$ cat src/rtl/dcache_req_arb.sv
// Small owner FIFO: remembers which upstream port each in-flight cache request belongs to.
// Latency: head is visible combinationally; push/pop take effect on the next rising edge.
// Backpressure: none internally; the caller pushes only when !full or when popping in the same cycle.
module dcache_req_arb_fifo #(
    parameter int WIDTH = 1,
    parameter int DEPTH = 2
) (
    input  logic             clk,
    input  logic             rst_n,
    input  logic             push,
    input  logic [WIDTH-1:0] push_dat,
    input  logic             pop,
    output logic [WIDTH-1:0] head_dat,
    output logic             full,
    output logic             empty
);
    localparam int AW = $clog2(DEPTH);
    localparam int CW = AW + 1;

    logic [WIDTH-1:0] mem [DEPTH];
    logic [AW-1:0]    wr_ptr;
    logic [AW-1:0]    rd_ptr;
    logic [CW-1:0]    count;

    assign head_dat = mem[rd_ptr];
    assign full     = (count == CW'(DEPTH));
    assign empty    = (count == '0);

    // Storage write; contents need no reset because count gates visibility.
    always_ff @(posedge clk) begin
        if (push) begin
            mem[wr_ptr] <= push_dat;
        end
    end

    // Pointer and occupancy tracking; a simultaneous push and pop leaves count unchanged.
    always_ff @(posedge clk or negedge rst_n) begin
        if (!rst_n) begin
            wr_ptr <= '0;
            rd_ptr <= '0;
            count  <= '0;
        end else begin
            if (push) wr_ptr <= wr_ptr + 1'b1;
            if (pop)  rd_ptr <= rd_ptr + 1'b1;
            if (push && !pop)      count <= count + 1'b1;
            else if (pop && !push) count <= count - 1'b1;
        end
    end
endmodule

// Two-port round-robin arbiter in front of a data cache, with in-order response routing.
// Latency: request path and response path are both combinational (zero cycles).
// Backpressure: grant locks while the cache stalls; issue stops when the owner FIFO is full unless a response frees a slot.
module dcache_req_arb #(
    parameter int WORD_SIZE   = 32,
    parameter int ADDR_LENGTH = 32,
    parameter int OWN_DEPTH   = 2
) (
    input  logic                   clk,
    input  logic                   rst_n,
    input  logic                   p0_req_valid,
    input  logic                   p0_req_write,
    input  logic [ADDR_LENGTH-1:0] p0_req_addr,
    input  logic [WORD_SIZE-1:0]   p0_req_wdata,
    input  logic [2:0]             p0_req_size,
    output logic                   p0_req_ready,
    output logic                   p0_resp_valid,
    output logic [WORD_SIZE-1:0]   p0_resp_rdata,
    input  logic                   p1_req_valid,
    input  logic                   p1_req_write,
    input  logic [ADDR_LENGTH-1:0] p1_req_addr,
    input  logic [WORD_SIZE-1:0]   p1_req_wdata,
    input  logic [2:0]             p1_req_size,
    output logic                   p1_req_ready,
    output logic                   p1_resp_valid,
    output logic [WORD_SIZE-1:0]   p1_resp_rdata,
    output logic                   c_req_valid,
    output logic [ADDR_LENGTH-1:0] c_req_addr,
    output logic [WORD_SIZE-1:0]   c_req_wdata,
    output logic                   c_req_write,
    output logic [2:0]             c_req_size,
    input  logic                   c_req_ready,
    input  logic                   c_resp_valid,
    input  logic [WORD_SIZE-1:0]   c_resp_rdata,
    output logic                   err_spurious
);
    logic rr_ptr;
    logic lock_q;
    logic lock_port_q;
    logic gnt_vld;
    logic gnt;
    logic can_issue;
    logic own_full;
    logic own_empty;
    logic own_head;
    logic push;
    logic pop;

    // Pick the port to present downstream: a stalled grant is held, otherwise round-robin.
    always_comb begin
        gnt_vld = 1'b0;
        gnt     = 1'b0;
        if (lock_q) begin
            gnt_vld = 1'b1;
            gnt     = lock_port_q;
        end else if (p0_req_valid && p1_req_valid) begin
            gnt_vld = 1'b1;
            gnt     = rr_ptr;
        end else if (p0_req_valid) begin
            gnt_vld = 1'b1;
            gnt     = 1'b0;
        end else if (p1_req_valid) begin
            gnt_vld = 1'b1;
            gnt     = 1'b1;
        end
    end

    // A response in the same cycle frees a slot, so a full FIFO can still accept.
    assign can_issue   = !own_full || c_resp_valid;
    assign c_req_valid = gnt_vld && can_issue;
    assign push        = c_req_valid && c_req_ready;
    assign pop         = c_resp_valid && !own_empty;

    // Downstream request fields: mux of the granted port, zero when nothing is issued.
    always_comb begin
        c_req_addr  = '0;
        c_req_wdata = '0;
        c_req_write = 1'b0;
        c_req_size  = 3'd0;
        if (c_req_valid) begin
            if (gnt) begin
                c_req_addr  = p1_req_addr;
                c_req_wdata = p1_req_wdata;
                c_req_write = p1_req_write;
                c_req_size  = p1_req_size;
            end else begin
                c_req_addr  = p0_req_addr;
                c_req_wdata = p0_req_wdata;
                c_req_write = p0_req_write;
                c_req_size  = p0_req_size;
            end
        end
    end

    assign p0_req_ready = c_req_valid && (gnt == 1'b0) && c_req_ready;
    assign p1_req_ready = c_req_valid && (gnt == 1'b1) && c_req_ready;

    // Responses return in issue order; the FIFO head names the owner.
    assign p0_resp_valid = pop && (own_head == 1'b0);
    assign p1_resp_valid = pop && (own_head == 1'b1);
    assign p0_resp_rdata = p0_resp_valid ? c_resp_rdata : '0;
    assign p1_resp_rdata = p1_resp_valid ? c_resp_rdata : '0;

    dcache_req_arb_fifo #(
        .WIDTH (1),
        .DEPTH (OWN_DEPTH)
    ) u_own_fifo (
        .clk      (clk),
        .rst_n    (rst_n),
        .push     (push),
        .push_dat (gnt),
        .pop      (pop),
        .head_dat (own_head),
        .full     (own_full),
        .empty    (own_empty)
    );

    // Round-robin pointer, stall lock and sticky spurious-response flag.
    always_ff @(posedge clk or negedge rst_n) begin
        if (!rst_n) begin
            rr_ptr       <= 1'b0;
            lock_q       <= 1'b0;
            lock_port_q  <= 1'b0;
            err_spurious <= 1'b0;
        end else begin
            if (push) begin
                rr_ptr <= ~gnt;
                lock_q <= 1'b0;
            end else if (c_req_valid) begin
                lock_q      <= 1'b1;
                lock_port_q <= gnt;
            end
            if (c_resp_valid && own_empty) begin
                err_spurious <= 1'b1;
            end
        end
    end
endmodule

$ cat config.mk
export PLATFORM = sky130hd
export DESIGN_NAME = dcache_req_arb
export DESIGN_NICKNAME = d
export VERILOG_FILES = /design/src/rtl/dcache_req_arb.sv
export SDC_FILE = /design/constraint.sdc
export NUM_CORES = 1
export LEC_CHECK = 0
export CORE_AREA = 2 2 120 122
export DETAILED_ROUTE_END_ITERATION = 8
export DIE_AREA = 0 0 122 124
export GPL_TIMING_DRIVEN = 0
export PLACE_DENSITY_LB_ADDON = 0.15
export SLEW_MARGIN = 40
export SYNTH_ARGS = -nofsm -noshare
export SYNTH_HDL_FRONTEND = slang
export SYNTH_SLANG_ARGS = --single-unit
$ cat constraint.sdc
create_clock -name clk -period 2.28 [get_ports clk]
set_clock_uncertainty 0.1 [all_clocks]
set_input_delay 0.456 -clock clk [delete_from_list [all_inputs] [get_ports clk]]
set_output_delay 0.456 -clock clk [all_outputs]
set_load 0.005 [all_outputs]
==> flow_metrics.env <==
export IMPL_status="complete, but fails checks"
export IMPL_violations="setup timing"
export IMPL_final_area_um2=7100
export IMPL_syn_area_um2=1850
export IMPL_comb_power_share=0.896
export IMPL_antenna_found_initial=2
export IMPL_gp_congestion=0.830
export IMPL_gr_usage_met2=0.395
export IMPL_p_leak_nw=3.36
export IMPL_multi_input_area_um2=2380
export IMPL_die_y_um=124
export IMPL_die_x_um=122
export IMPL_tightest_slew_ns=0.407
export IMPL_worst_setup_path_type="flop to primary output"
export IMPL_grt_use_met1=0.176
export IMPL_r2r_start="lock_q"
export IMPL_synth_top_cell_by_area="nand2_1"
export IMPL_cp_slowest_stage_delay_ns=0.39
export IMPL_hpwl_um=11600
export IMPL_pwr_share_clk=0.050
export IMPL_max_freq_ghz=0.404
export IMPL_synth_top_area_frac=0.280
export IMPL_min_from="err_spurious"
export IMPL_portBuffers=311
export IMPL_fin_nets=912
export IMPL_power_share_switching=0.407
export IMPL_synth_top_cells_by_count="nand2_1, a21oi_1, and2_1, clkbuf_1, buf_2"
export IMPL_switching_power_mw=2.56
export IMPL_postRouteAntennaNets=0
export IMPL_path_depth=11
export IMPL_power_internal_mw=3.73
export IMPL_vdd_drop_max_uv=408
export IMPL_crit_top_cell="buf_12"
export IMPL_finalSetupViolations=79
export IMPL_hold_violations=0
export IMPL_max_cap_violations=0
export IMPL_yosysWarnings=0
export IMPL_slew_violations=0
export IMPL_top_usage_layer="met2"
export IMPL_syn_nets=515
export IMPL_grt_ovfl_total=0
export IMPL_synth_cell_types=29
export IMPL_fill_cells=1338
export IMPL_final_util=0.517
export IMPL_cts_tree="done"
export IMPL_drive_gt1_frac=0.584
export IMPL_whs_ns=0.351
export IMPL_drtIter0Drc=82
export IMPL_grt_pass1_wl_um=22100
export IMPL_dr_pass1_iters=4
export IMPL_grt_max_degree=11
export IMPL_rsz0062_at_grt="yes"
export IMPL_initial_core_util=0.135
export IMPL_cpMaxStageDelayCell="dfrtp_1"
export IMPL_cp_end_kind="primary output"
export IMPL_dp_cells=831
export IMPL_routed_wirelength_um=16300
export IMPL_synth_edff_count=2
export IMPL_cp_start_kind="flop"
export IMPL_holdPathStages=1
export IMPL_crit_arrival_ns=1.92
export IMPL_grt_use_met3=0.0719
export IMPL_power_mw=6.30
export IMPL_htree_levels=1
export IMPL_pwr_share_seq=0.054
export IMPL_first_global_vias=3997
export IMPL_yosysSeqAreaShare=0.140
export IMPL_power_density_nw_per_um2=887
export IMPL_cts_buffer_depth=2
export IMPL_cts_buffers=3
export IMPL_groute_usage_overall=0.190
export IMPL_ys_flop_type="dfrtp_1"
export IMPL_cts_sinks=10
export IMPL_cp_max_fo=5
export IMPL_die_area_um2=15100
export IMPL_dpl_instance_area_um2=5190
export IMPL_wire_per_inst_um=17.7
export IMPL_drc=0
export IMPL_maxSlewHeadroom=0.728
export IMPL_vias_per_cell=4.24
export IMPL_synth_area_leaders="nand2_1, and2_1, a21oi_1"
export IMPL_setup_ws_ns=-0.197
export IMPL_synth_avg_cell_area_um2=5.45
export IMPL_vias=3889
export IMPL_async_flop_share=0.800
export IMPL_rows=43
export IMPL_critical_path_buf_inv_count=7
export IMPL_synthCells=340
export IMPL_stdcell_count=917
export IMPL_required_ns=1.72
export IMPL_min_period_ns=2.48
export IMPL_r2r_worst_path_cells=11
export IMPL_crit_start="lock_q"
export IMPL_timing_final_crit_share=1.09
export IMPL_clk_pin_slew_worst_paths_ns=0.04
export IMPL_crit_chain="nand2b_4, o21a_1, buf_12, inv_16, buf_8, buf_12, buf_16, buf_12, nand2_4, a21oi_2, buf_2"
export IMPL_core_area_um2=13700
export IMPL_cts_root_buf="clkbuf_16"
export IMPL_syn_to_final_growth_pct=283
export IMPL_hold_buffers=0
export IMPL_path_delay_family="buffers and inverters"
export IMPL_clk_latency_ns=0.24
export IMPL_hp_class="flop to flop"
export IMPL_regArea_um2=262
export IMPL_yosys_cell_count_top_type="nand2_1"
export IMPL_ios=312
export IMPL_yosys_register_bits=10
==> metrics by stage <==
step           worst slack [ns]  setup TNS (ns)
3_5_place_dp              -1.03         -113.32
2_1_floorplan             0.366               0
5_1_grt                  -0.258          -12.71
6_report                 -0.197           -6.72
4_1_cts                  -0.209           -6.99
3_3_place_gp              -1.01         -109.86
==> sequential cells by signal, indices dropped and copies added (netlist names) <==
name	count
u_own_fifo.wr_ptr	1
u_own_fifo.mem	2
err_spurious	1
u_own_fifo.rd_ptr	1
u_own_fifo.count	2
rr_ptr	1
lock_q	1
lock_port_q	1
==> power by group through the flow <==
stage	Combinational, mW	Clock (mW)	Sequential [mW]
finish	5.64	0.317	0.340
global route	6.03	0.330	0.348
detailed placement	3.36	0	0.319
CTS	5.11	0.320	0.334
floorplan	1.31	0	0.306
global placement	3.36	0	0.316
==> cells in the final DEF, fill, tap and decap left out, types with 2 or more instances in the layout <==
master	instances
nand2_4	54
dfrtp_1	7
edfxtp_1	2
dlymetal6s2s_1	3
clkbuf_2	12
buf_2	84
clkbuf_8	4
buf_6	63
a21oi_2	65
buf_16	5
dlygate4sd2_1	6
clkbuf_16	8
nor2_4	3
clkdlybuf4s15_1	13
buf_8	19
buf_4	24
clkdlybuf4s50_1	171
nor2_1	3
a21oi_4	2
and2_1	42
xnor2_1	3
o21ai_0	2
xor2_1	2
nand2_2	41
nor2b_4	3
nand2_1	43
and2_4	22
buf_12	10
==> cell type report <==
| type | count | area share |
|---|---|---|
| timing repair buffer | 394 | 0.523 |
| multi-input combinational | 299 | 0.336 |
| buffer | 26 | 0.0568 |
| sequential | 10 | 0.0368 |
| tap | 180 | 0.0317 |
| clock buffer | 3 | 0.0106 |
| inverter | 3 | 0.00458 |
| clock inverter | 1 | 0.000529 |
| antenna | 1 | 0.000353 |
==> what timing repair did <==
action	4_1_cts	5_1_grt
gates resized for setup	755	187
cloned	17	1
endpoints found under the setup margin	139	125
pin swaps	95	96
setup buffers	56	17
==> cells by family (layout without fill, tap and decap cells) <==
group	Yosys count	after routing	share of synthesized area
muxes	2	2	0.0135
xor gates and xnor gates	5	5	0.0236
DFF	10	10	0.140
AOI/OAI and AO/OA	74	74	0.204
other	0	1	0
and+or+nand+nor	216	217	0.537
buffers and inverters	32	427	0.0743
adders and majority gates	1	1	0.00675
==> layer usage <==
layer,vias up,part of all wire
met5,-,0.00080
met4,2,0.012
met3,14,0.11
met2,205,0.56
met1,1793,0.31
li1,1875,-
==> final timing paths <==
kind	to	slack (ns)
setup / recovery	c_req_addr[13]	-0.20
hold / removal	err_spurious	0.35
setup reg to reg	u_own_fifo.count[1]	0.21
hold reg to reg	err_spurious	0.35
max in group asynchronous	u_own_fifo.count[0]	1.35
min in group asynchronous	lock_q	0.41
No activity file was read; power rests on OpenSTA's default activity.
